<file path="src/rtl/quadram_burst_master.sv">
// Burst initiator for the 2048x32 quad-bank scratch RAM: one read or write burst at a time,
// hiding the RAM's one-cycle read latency and its bank-selected output mux.
module quadram_burst_master #(
    parameter int unsigned ADDR_WIDTH = 11,
    parameter int unsigned FIFO_DEPTH = 4
) (
    input  logic                  clk,
    input  logic                  rst,
    input  logic                  cmd_valid,
    output logic                  cmd_ready,
    input  logic                  cmd_write,
    input  logic [ADDR_WIDTH-1:0] cmd_addr,
    input  logic [7:0]            cmd_len,
    input  logic                  wdata_valid,
    output logic                  wdata_ready,
    input  logic [31:0]           wdata,
    input  logic [3:0]            wstrb,
    output logic                  rdata_valid,
    input  logic                  rdata_ready,
    output logic [31:0]           rdata,
    output logic                  rdata_last,
    output logic                  busy,
    output logic                  done,
    output logic                  ram_en,
    output logic [3:0]            ram_we,
    output logic [31:0]           ram_din,
    output logic [ADDR_WIDTH-1:0] ram_addr,
    input  logic [31:0]           ram_dout
);
    localparam int unsigned PtrW = $clog2(FIFO_DEPTH);
    localparam logic [PtrW:0] DepthW = (PtrW + 1)'(FIFO_DEPTH);

    typedef enum logic [2:0] {StIdle, StWr, StRd, StBank, StDrain} state_e;

    state_e                state_q, state_d;
    logic [ADDR_WIDTH-1:0] cur_q, cur_d, prev_q, prev_d, next_addr;
    logic [8:0]            rem_q, rem_d;
    logic                  cap_q, cap_d, cap_last_q, cap_last_d, done_q, done_d;
    logic [32:0]           fifo_mem [FIFO_DEPTH];
    logic [PtrW-1:0]       wr_ptr_q, wr_ptr_d, rd_ptr_q, rd_ptr_d;
    logic [PtrW:0]         cnt_q, cnt_d, occ;
    logic [32:0]           head;
    logic                  push, pop;

    assign head        = fifo_mem[rd_ptr_q];
    assign rdata_valid = (cnt_q != '0);
    assign rdata       = rdata_valid ? head[31:0] : 32'h0;
    assign rdata_last  = rdata_valid & head[32];
    assign push        = cap_q;
    assign pop         = rdata_valid & rdata_ready;
    // Reads still in flight count against FIFO space so a capture can never overflow it.
    assign occ         = cnt_q + (PtrW + 1)'(cap_q);
    assign next_addr   = cur_q + ADDR_WIDTH'(1);
    assign busy        = (state_q != StIdle);
    assign done        = done_q;

    always_comb begin
        state_d     = state_q;
        cur_d       = cur_q;
        prev_d      = prev_q;
        rem_d       = rem_q;
        cap_d       = 1'b0;
        cap_last_d  = 1'b0;
        done_d      = 1'b0;
        cmd_ready   = 1'b0;
        wdata_ready = 1'b0;
        ram_en      = 1'b0;
        ram_we      = 4'b0000;
        ram_din     = 32'h0;
        ram_addr    = cur_q;
        unique case (state_q)
            StIdle: begin
                cmd_ready = ~rst;
                if (cmd_valid) begin
                    cur_d   = cmd_addr;
                    rem_d   = {1'b0, cmd_len} + 9'd1;
                    state_d = cmd_write ? StWr : StRd;
                end
            end
            StWr: begin
                wdata_ready = 1'b1;
                if (wdata_valid) begin
                    ram_en  = |wstrb;
                    ram_we  = wstrb;
                    ram_din = wdata;
                    cur_d   = next_addr;
                    rem_d   = rem_q - 9'd1;
                    if (rem_q == 9'd1) begin
                        done_d  = 1'b1;
                        state_d = StIdle;
                    end
                end
            end
            StRd: begin
                if (occ < DepthW) begin
                    ram_en = 1'b1;
                    cap_d  = 1'b1;
                    prev_d = cur_q;
                    cur_d  = next_addr;
                    rem_d  = rem_q - 9'd1;
                    if (rem_q == 9'd1) begin
                        cap_last_d = 1'b1;
                        state_d    = StBank;
                    end else if (next_addr[ADDR_WIDTH-1:ADDR_WIDTH-2] !=
                                 cur_q[ADDR_WIDTH-1:ADDR_WIDTH-2]) begin
                        state_d = StBank;
                    end
                end
            end
            StBank: begin
                // Keep the issuing bank on the address bus while its data is captured.
                ram_addr = prev_q;
                state_d  = (rem_q == 9'd0) ? StDrain : StRd;
            end
            StDrain: begin
                ram_addr = prev_q;
                if (pop && head[32]) begin
                    done_d  = 1'b1;
                    state_d = StIdle;
                end
            end
            default: state_d = StIdle;
        endcase
    end

    always_comb begin
        wr_ptr_d = push ? wr_ptr_q + PtrW'(1) : wr_ptr_q;
        rd_ptr_d = pop ? rd_ptr_q + PtrW'(1) : rd_ptr_q;
        cnt_d    = cnt_q + (PtrW + 1)'(push) - (PtrW + 1)'(pop);
    end

    always_ff @(posedge clk or posedge rst) begin
        if (rst) begin
            state_q    <= StIdle;
            cur_q      <= '0;
            prev_q     <= '0;
            rem_q      <= '0;
            cap_q      <= 1'b0;
            cap_last_q <= 1'b0;
            done_q     <= 1'b0;
            wr_ptr_q   <= '0;
            rd_ptr_q   <= '0;
            cnt_q      <= '0;
        end else begin
            state_q    <= state_d;
            cur_q      <= cur_d;
            prev_q     <= prev_d;
            rem_q      <= rem_d;
            cap_q      <= cap_d;
            cap_last_q <= cap_last_d;
            done_q     <= done_d;
            wr_ptr_q   <= wr_ptr_d;
            rd_ptr_q   <= rd_ptr_d;
            cnt_q      <= cnt_d;
        end
    end

    always_ff @(posedge clk) begin
        if (push) begin
            fifo_mem[wr_ptr_q] <= {cap_last_q, ram_dout};
        end
    end
endmodule
</file>
<file path="config.mk">
export PLATFORM = sky130hd
export DESIGN_NAME = quadram_burst_master
export DESIGN_NICKNAME = d
export VERILOG_FILES = /design/src/rtl/quadram_burst_master.sv
export SDC_FILE = /design/constraint.sdc
export NUM_CORES = 1
export LEC_CHECK = 0
export ABC_AREA = 1
export ABC_CLOCK_PERIOD_IN_PS = 2600
export BUFFER_PORTS_ARGS = -buffer_cell sky130_fd_sc_hd__buf_2
export CORE_ASPECT_RATIO = 1.5
export CORE_MARGIN = 2
export CORE_UTILIZATION = 47
export DETAILED_ROUTE_END_ITERATION = 8
export GPL_TIMING_DRIVEN = 1
export PLACE_DENSITY = 0.71
export REMOVE_ABC_BUFFERS = 1
export SLEW_MARGIN = 20
export SYNTH_ARGS = -nofsm -noshare
export SYNTH_HDL_FRONTEND = slang
export SYNTH_SLANG_ARGS = --single-unit
</file>
<file path="constraint.sdc">
create_clock -name clk -period 2.6 [get_ports clk]
set_clock_uncertainty 0.2 [all_clocks]
set_input_delay 0.13 -clock clk [delete_from_list [all_inputs] [get_ports clk]]
set_output_delay 0.13 -clock clk [all_outputs]
set_load 0.01 [all_outputs]
</file>
; ---- Yosys cells after proc, flatten, opt, wreduce, memory -nomap -nowiden
; Memory sizes are Yosys's and may differ from the RTL's.
; Index checks and enable logic that the tools add are counted.
[totals]
ramBits = 132
output_inout_bits = 86
in_bits = 93
memories = 1
reg_bits = 44
[op_classes]
order_cmp = 1
bitwise = 3
n_eq_ne = 12
n_reduce_logical = 11
addsub = 7
mux = 38
[mem_list]
columns = memory, words, word_bits, rd, rd_clocked_by_memory_dff, write_ports, line
row1 = fifo_mem, 4, 33, 1, 0, 1, 39  ; logic [32:0] fifo_mem [FIFO_DEPTH];
[ops]
columns = operator, n
row1 = 32-bit two-way mux, 3
row2 = 11-bit two-way mux, 4
row3 = 11-bit case mux with 3 select lines, 1
row4 = 9-bit two-way mux, 3
row5 = 9-bit case mux with 3 select lines, 1
row6 = 3-bit two-way mux, 8
row7 = 3-bit case mux with 5 select lines, 1
row8 = 1-bit two-way mux, 12
row9 = "11-bit by 1-bit adder with 11-bit output, second input constant", 1
row10 = "2-bit != test, second input constant", 5
row11 = "8-bit by 1-bit adder with 9-bit output, second input constant", 1
row12 = "9-bit by 1-bit == test with 1-bit output, second input constant", 1
row13 = 9-bit logical NOT, 1
row14 = 3-bit nonzero test, 3
row15 = "9-bit by 1-bit subtractor with 9-bit output, second input constant", 1
row16 = 4-bit two-way mux, 2
row17 = "3-bit by 2-bit == test with 1-bit output, second input constant", 2
row18 = 6-bit AND reduction, 1
row19 = "2-bit by 1-bit adder with 2-bit output, second input constant", 2
row20 = 1-bit case mux with 2 select lines, 2
row21 = 4-bit AND reduction, 1
row22 = 4-bit OR reduction, 1
row23 = 3-bit by 1-bit adder with 3-bit output, 1
row24 = "3-bit by 1-bit == test with 1-bit output, second input constant", 1
row25 = other kinds (12), 13

; ---- Longest topological paths before layout
; Gate-level depths: netlist (run 1).
[logic_depth]
word_depth = 6
mapped_depth = 11
depth_no_buf = 10

; ---- Worst setup path after synthesis (run 1)
; Ideal clock, no wire load.
[synth_path]
kind = flip-flop to flip-flop
from = reg cap_q
to = reg rem_q[6]
arrival_ns = 1.682
setup_time_ns = 0.116
stages_incl_launch_ff = 12
required_time_ns = 2.284
path_slack_ns = 0.602
path_cell_list = dfrtp_1 > ha_1 > ha_1 > xnor2_1 > nand2_4 > inv_2 > nor2_2 > nor2_8 > buf_6 > o21ai_1 > nand2_1 > nand2_1
[synth_between]
elab_chain_cells = 4
[synth_rtl]
columns = item, line
row1 = from (decl), 38  ; logic cap_q, cap_d, cap_last_q, cap_last_d, done_q, done_d;
row2 = from (signal assigned), 149  ; cap_q <= cap_d;
row3 = 3-bit by 1-bit adder with 3-bit output, 52  ; assign occ = cnt_q + (PtrW + 1)'(cap_q);
row4 = 3-bit < comparator, 95  ; if (occ < DepthW) begin
row5 = 2-bit != test (no source line), -
row6 = 4-bit AND reduction (no source line), -
row7 = to (signal assigned), 148  ; rem_q <= rem_d;
row8 = to (decl), 37  ; logic [8:0] rem_q, rem_d;
; No other way between the ends.
; A chain may end at the register's enable or synchronous reset.

; ---- Worst setup path in the final report (run 1)
[layout_path]
from = in cmd_len[2]
to = reg rem_q[7]
[layout_between]
elab_chain_cells = 3
[layout_rtl]
columns = item, line
row1 = from (decl), 13  ; input logic [7:0] cmd_len,
row2 = 8-bit by 1-bit adder with 9-bit output, 76  ; rem_d = {1'b0, cmd_len} + 9'd1;
row3 = 9-bit two-way mux, 74  ; if (cmd_valid) begin
row4 = 9-bit case mux with 3 select lines, 71  ; unique case (state_q)
; No other way between the ends. The select of a mux whose other input is x is not followed.

==> results of run 1 <==
==> cell usage after synthesis (all sizes together) <==
| master | instances | share of area |
|---|---|---|
| nand3b | 1 | 0.00093 |
| nand4 | 6 | 0.0046 |
| o22ai | 2 | 0.0023 |
| or2 | 3 | 0.0023 |
| o31ai | 1 | 0.00093 |
| clkbuf | 28 | 0.013 |
| ha | 13 | 0.020 |
| nand2 | 141 | 0.066 |
| nor2 | 188 | 0.090 |
| xnor2 | 2 | 0.0022 |
| clkinv | 1 | 0.00046 |
| xor2 | 13 | 0.014 |
| o21ai | 115 | 0.071 |
| a31oi | 1 | 0.00077 |
| buf | 17 | 0.012 |
| nor4 | 1 | 0.00077 |
| a22oi | 1 | 0.0015 |
| nand3 | 24 | 0.015 |
| inv | 52 | 0.024 |
| edfxtp | 132 | 0.49 |
| dfrtp | 44 | 0.14 |
| a21oi | 35 | 0.022 |
| o211ai | 9 | 0.0083 |
| nor3 | 5 | 0.0031 |
==> state kept, by name, summed over array words and instances (netlist names), 2 cells and up <==
register / flops
cnt_q: 3
cur_q: 11
fifo_mem: 132
prev_q: 11
rd_ptr_q: 2
rem_q: 9
state_q: 3
wr_ptr_q: 2
==> tightest hold or removal path, stage by stage <==
cell and delay, ps:
buf_2 90, inv_1 80, xor2_1 190, o211ai_1 100
nand2_1 60
==> power groups by stage <==
| stage | Clock [mW] | Combinational [mW] | Sequential (mW) |
|---|---|---|---|
| after detailed placement | 0 | 4.92 | 4.06 |
| after global placement | 0 | 4.81 | 4.04 |
| after floorplan | 0 | 2.94 | 4.07 |
| after CTS | 2.53 | 5.02 | 4.01 |
| after global routing | 2.65 | 5.63 | 4.07 |
| final | 2.50 | 4.99 | 4.01 |
==> area by class of cell <==
type	count	area, um^2	area share
Clock buffer	18	429	0.0410
Clock inverter	14	158	0.0151
Inverter	53	200	0.0191
Multi-Input combinational cell	561	2670	0.255
Sequential cell	176	5070	0.484
Tap cell	210	263	0.0251
Timing Repair Buffer	261	1680	0.161
==> logic make-up after synthesis <==
family          synth area share
compound gates             0.106
xor+xnor                  0.0162
fa+ha+maj                 0.0201
buf+inv                   0.0498
flops                      0.624
simple gates               0.183
==> final timing paths <==
kind	to	slack, ps	cells after the start
min reg2reg	prev_q[3]	290	2
min	rem_q[3]	60	5
max in group asynchronous	rd_ptr_q[0]	1550	4
min in group asynchronous	state_q[1]	210	4
max reg2reg	rem_q[7]	190	9
max	rem_q[7]	90	11
==> what timing repair did <==
| item | in CTS | in global routing |
|---|---|---|
| pin swaps | 0 | 1 |
| hold buffers | 56 | 0 |
| endpoints found under the hold margin | 196 | 0 |
| endpoints found under the setup margin | 1 | 3 |
| setup buffers | 0 | 1 |
| resized for setup | 1 | 7 |
| gates cloned | 0 | 0 |
==> metal layers <==
metal  part of all wire  track usage
met4              0.012       0.0634
met2               0.56        0.395
met5                  0            0
met1               0.39        0.240
met3              0.037       0.0316
==> per-stage QoR <==
stage / TNS (ps) / area (um^2) / utilization
floorplan: -5140 / 7910 / -
global route: -16.7 / 10500 / 0.622
global placement: 0 / 9280 / 0.551
finish: 0 / 10500 / 0.622
CTS: 0 / 10400 / 0.619
detailed placement: 0 / 9280 / 0.551
==> flow_metrics.tcl, run 1 <==
set metrics [dict create \
    outcome "completed" \
    slew_headroom 0.604 \
    clockBufferDepth 2 \
    total_power_mw 11.5 \
    p_switching_mw 4.72 \
    crit_family "buffers and inverters" \
    cts_tree "yes" \
    drive_gt1_frac 0.235 \
    clock-sinks 176 \
    timing.final.ws_setup_ps 89.4 \
    syn2layout_area_growth_pct 29.0 \
    cts_buffers 17 \
    hold_viol 0 \
    die-area_um2 18300 \
    wl_per_cell_um 15.0 \
    pre_cts_slack_ps 345 \
    layout_common_cells "nor2_1, buf_2, nand2_1" \
    dieHeight_um 165 \
    synthCells 835 \
    p_int_mw 6.78 \
    synth-seq-area-share 0.624 \
    ios 179 \
    first_pass_iters 4 \
    grt_pass1_wl_um 30200 \
    leakage_nw 4.53 \
    clkLatencyLatePin_ps 420 \
    synth-seq-cells 176 \
    routabilityCongestion 0.877 \
    setup_viol 0 \
    cp-start-kind "input pin" \
    pwr-share-seq 0.349 \
    period_share 0.966 \
    fp.coreArea_um2 16800 \
    fmax_mhz 398 \
    placed_cells_incl_taps 1204 \
    syn_avg_cell_area_um2 9.71 \
    vdd_drop_max_uv 619 \
    grt_max_degree 45 \
    num_antenna_cells 0 \
    cts.htree.levels 4 \
    power_frac_clock 0.217 \
    crit_type "in2reg" \
    end_kind "register" \
    cp-startpoint "cmd_len[2]" \
    crit_fanout 4 \
    start_util 0.482 \
    final_cells 1293 \
    cp_slowest_cell "dlygate4sd3_1" \
    cts_root_buf "clkbuf_16" \
    grt_overflow_total 0 \
    yosysWarnings 0 \
    port_buffers 178 \
    fin_nets 1176 \
    switching_share 0.410 \
    antenna_found_initial 0 \
    final_common_cell "nor2_1" \
    wl_um 19500 \
    drt_iter0_drc 353 \
    hpwl_um 12500 \
    fillers 1415 \
    fin_hold_ws_ps 58.2 \
    ant_nets 0 \
    crit_buf_inv 4 \
    grt_use_total 0.207 \
    powerDensity_nw_per_um2 1100 \
    clk_pin_slew_ps 70 \
    holdCritPathClass "in2reg" \
    maxSlewViolCount 0 \
    slowest_delay_ps 580 \
    crit_chain "dlygate4sd3_1, buf_2, nand3_4, nor3_4, nand4_1, dlygate4sd3_1, nand3_1, dlygate4sd3_1, nand2_1, nand2_1, nand2_1" \
    worst_pin_slew_ps 594 \
    avgViaCountPerCell 5.03 \
    grt_pass1_vias 6175 \
    max_cap_viol_count 0 \
    fin_crit_ps 2510 \
    rows 58 \
    reg2reg_from "state_q[1]" \
    cp.arrival_ps 2620 \
    p_comb_frac 0.434 \
    die_w_um 111 \
    syn_area_um2 8110 \
    hp-start "cmd_len[3]" \
    drc 0 \
    dr_total_vias 6502 \
    required_ps 2710 \
    ys_types 33 \
]
Note: power is estimated with default switching activity, not from simulation.
==> run 2, diff against run 1 <==
Settings changed: ABC_CLOCK_PERIOD_IN_PS 2600 to 2800.
Clock period 2.6 ns to 2.8 ns, I/O delays scaled along.
==> flow_metrics.tcl, run 2 (synthesis gave the netlist of run 1 again) <==
set metrics [dict create \
    setup_viol 0 \
    p_int_mw 6.21 \
    fmax_mhz 391 \
    switching_share 0.411 \
    final_cells 1283 \
    multiInputGateArea_um2 2640 \
    drt_iter0_drc 366 \
    power_frac_clock 0.220 \
    maxSlewViolCount 0 \
    grt_max_degree 47 \
    num_antenna_cells 0 \
    seqCellArea_um2 5070 \
    cts_root_buf "clkbuf_16" \
    syn2layout_area_growth_pct 27.8 \
    design_area_um2 10400 \
    vdd_drop_max_uv 500 \
    clock-sinks 176 \
    fin_crit_ps 2560 \
    port_buffers 178 \
    rsz0062_at_grt "false" \
    rows 58 \
    dr_total_vias 6463 \
    period_share 0.914 \
    antenna_found_initial 0 \
    die-area_um2 18300 \
    reg_top3 "fifo_mem x132, cur_q x11, prev_q x11" \
    tns_ps 0 \
    fillers 1409 \
    clockBufferDepth 2 \
    clkLatencyLatePin_ps 420 \
    wl_per_cell_um 15.1 \
    timing.final.ws_setup_ps 242 \
    cts_buffers 17 \
    grt_overflow_total 0 \
    fin_hold_ws_ps 7.04 \
    hp-start "cmd_len[3]" \
    grt_pass1_vias 6257 \
    fin_nets 1166 \
    outcome "completed" \
    cts_tree "yes" \
    final_common_cell "nor2_1" \
    crit_type "reg2out" \
    placed_cells_incl_taps 1195 \
    avgViaCountPerCell 5.04 \
    ant_nets 0 \
    pre_cts_slack_ps 387 \
    largest_register_ffs 132 \
    p_switching_mw 4.33 \
    cts.htree.levels 4 \
    reg2reg_from "state_q[1]" \
    end_kind "primary output" \
    rrSetupSlack_ps 350 \
    regMostFlops "fifo_mem" \
    worst_pin_slew_ps 588 \
    placed_cell_area_um2 9210 \
    grt_pass1_wl_um 30700 \
    wl_um 19400 \
    crit_fanout 24 \
    powerDensity_nw_per_um2 1020 \
    hold_depth 5 \
    pwr-share-seq 0.353 \
    start_util 0.482 \
    fp.coreArea_um2 16800 \
    grt_use_total 0.211 \
    worst_hold_path.endpoint "rem_q[3]" \
    cp-start-kind "register" \
    reg2reg_to "rem_q[6]" \
    total_power_mw 10.5 \
    holdCritPathClass "in2reg" \
    final_core_util 0.616 \
    clk_pin_slew_ps 70 \
    layout_common_cells "nor2_1, buf_2, nand2_1" \
    worst_r2r_path_depth 9 \
    drive_gt1_frac 0.226 \
    hold_viol 0 \
    drc 0 \
    p_comb_frac 0.427 \
    cp.arrival_ps 2220 \
    max_cap_viol_count 0 \
    hpwl_um 12300 \
    first_pass_iters 5 \
    routabilityCongestion 0.851 \
    ios 179 \
    leakage_nw 4.47 \
    die_w_um 111 \
    dieHeight_um 165 \
    required_ps 2460 \
    slew_headroom 0.608 \
]
==> run 2: final cells by class <==
type | count | share of cell area
clock inverter | 15 | 0.0159
multi-input combinational | 561 | 0.255
inverter | 53 | 0.0192
timing repair buffer | 251 | 0.155
clock buffer | 17 | 0.0410
sequential | 176 | 0.489
tap | 210 | 0.0253
==> run 2: routing by layer <==
metal / up-vias / GRT usage / share of wire / wire, um
met4: 0 / 0.0584 / 0.011 / 209
met2: 150 / 0.399 / 0.56 / 10800
met1: 3047 / 0.250 / 0.40 / 7750
met5: - / 0 / 0 / 0
met3: 14 / 0.0286 / 0.033 / 636
li1: 3252 / - / - / -
==> run 2: worst max path at each step <==
stage	endpoint	slack [ps]	from
after floorplan	state_q[1]	-80	rd_ptr_q[0]
after global placement	cur_q[8]	410	cap_q
after detailed placement	cur_q[2]	390	cap_q
after CTS	rem_q[6]	180	state_q[1]
after global routing	ram_en	70	cap_q
final	ram_en	240	cap_q
==> run 2: repair_timing <==
item | 4_1_cts | 5_1_grt
gates resized for setup | 0 | 1
endpoints found under the hold margin | 195 | 0
buffers inserted | 0 | 0
setup endpoints to repair | 0 | 1
hold buffers | 56 | 0
==> run 2: power by group through the flow <==
| stage | sequential [mW] | clock (mW) | combinational, mW |
|---|---|---|---|
| after detailed placement | 3.77 | 0 | 4.45 |
| after CTS | 3.72 | 2.35 | 4.55 |
| after global routing | 3.79 | 2.46 | 5.10 |
| after global placement | 3.75 | 0 | 4.35 |
| after floorplan | 3.78 | 0 | 2.73 |
| final | 3.72 | 2.32 | 4.50 |
==> run 2: critical path: stages (launching register included) <==
cell and delay [ps]:
dfrtp_1 460, ha_1 230, ha_1 190, xnor2_1 380, nand2_4 70, buf_4 220, o21ai_0 80, buf_2 160
==> run 3, diff against run 2 <==
Settings changed: ABC_CLOCK_PERIOD_IN_PS 2800 to 3000.
Clock period 2.8 ns to 3 ns, I/O delays scaled along.
==> flow_metrics.tcl, run 3 (synthesis gave the netlist of run 1 again) <==
set metrics [dict create \
    outcome "completed" \
    clkLatencyLatePin_ps 420 \
    clk_pin_slew_ps 70 \
    num_antenna_cells 0 \
    period_share 0.891 \
    final_core_util 0.613 \
    cp-start-kind "register" \
    required_ps 2650 \
    wl_per_cell_um 15.0 \
    hpwl_um 12300 \
    pre_cts_slack_ps 214 \
    fin_hold_ws_ps 31.2 \
    worst_pin_slew_ps 617 \
    cts_root_buf "clkbuf_16" \
    antenna_found_initial 0 \
    placed_cell_area_um2 9180 \
    port_buffers 178 \
    drive_gt1_frac 0.224 \
    cts.htree.levels 4 \
    layout_common_cells "nor2_1, buf_2, nand2_1" \
    syn2layout_area_growth_pct 27.3 \
    regMostFlops "fifo_mem" \
    cts_tree "yes" \
    fin_nets 1162 \
    cts_setup_buffers 0 \
    reg_top3 "fifo_mem x132, cur_q x11, prev_q x11" \
    fp.coreArea_um2 16800 \
    leakage_nw 4.45 \
    crit_type "reg2out" \
    drc 0 \
    grt_overflow_total 0 \
    total_power_mw 9.79 \
    vdd_drop_max_uv 572 \
    design_area_um2 10300 \
    first_pass_iters 4 \
    avgViaCountPerCell 5.07 \
    cts_buffers 17 \
    grt_pass1_wl_um 30300 \
    die-area_um2 18300 \
    max_cap_viol_count 0 \
    placed_cells_incl_taps 1192 \
    setup_viol 0 \
    crit_fanout 25 \
    tns_ps 0 \
    wl_um 19100 \
    cp-startpoint "cap_q" \
    reg2reg_from "cap_q" \
    ant_nets 0 \
    multiInputGateArea_um2 2650 \
    ios 179 \
    hold_viol 0 \
    grt_use_total 0.206 \
    clockBufferDepth 2 \
    grt_max_degree 45 \
    end_kind "primary output" \
    fmax_mhz 374 \
    final_cells 1279 \
    seqCellArea_um2 5070 \
    final_common_cell "nor2_1" \
    die_w_um 111 \
    maxSlewViolCount 0 \
    fin_crit_ps 2670 \
    grt_pass1_vias 6181 \
    slew_headroom 0.589 \
    timing.final.ws_setup_ps 326 \
    rows 58 \
    powerDensity_nw_per_um2 949 \
    routabilityCongestion 0.840 \
    holdCritPathClass "in2reg" \
    clock-sinks 176 \
    largest_register_ffs 132 \
    start_util 0.482 \
    dr_total_vias 6480 \
    post_cts_resized 0 \
    fillers 1432 \
    hp-start "cmd_len[2]" \
    cp.arrival_ps 2320 \
    rsz0062_at_grt "false" \
    dieHeight_um 165 \
    drt_iter0_drc 447 \
]
[run 3: repair_timing]
| action | in CTS | in global routing |
|---|---|---|
| endpoints found under the setup margin | 0 | 6 |
| endpoints found under the hold margin | 193 | 0 |
| hold buffers | 54 | 0 |
[run 3: final timing paths]
| check | end | slack (ps) | depth (start not counted) |
|---|---|---|---|
| min in group asynchronous | rem_q[1] | 230 | 4 |
| worst min-delay path | rem_q[2] | 30 | 6 |
| worst max register to register | rem_q[3] | 330 | 10 |
| worst min register to register | rem_q[8] | 280 | 2 |
| worst max-delay path | ram_en | 330 | 6 |
| max in group asynchronous | rd_ptr_q[0] | 1950 | 4 |
[run 3: worst max-delay path, stage by stage, from the launching register on]
cell     delay, ps
dfrtp_1        470
ha_1           250
ha_1           190
xnor2_1        390
nand2_4        250
o21ai_0        170
buf_2          190
[run 3: area by class of cell]
cell class / instances / share of cell area
Clock buffer: 17 / 0.0412
Sequential cell: 176 / 0.491
Multi-Input combinational cell: 562 / 0.257
Clock inverter: 15 / 0.0162
Timing Repair Buffer: 246 / 0.150
Inverter: 53 / 0.0193
Tap cell: 210 / 0.0255
[run 3: where the power goes]
part | switching, mW | total (mW) | internal (mW)
logic | 2.66 | 4.15 | 1.49
clock network | 1.03 | 2.15 | 1.12
registers | 0.352 | 3.49 | 3.14
total | 4.04 | 9.79 | 5.75
[run 3: per-layer routing]
layer | GRT usage | vias to the layer above | wire length (um) | part of all wire
met1 | 0.249 | 3069 | 7740 | 0.40
met3 | 0.0301 | 18 | 669 | 0.035
met5 | 0 | - | 0 | 0
li1 | - | 3244 | - | -
met2 | 0.383 | 149 | 10500 | 0.55
met4 | 0.0595 | 0 | 214 | 0.011
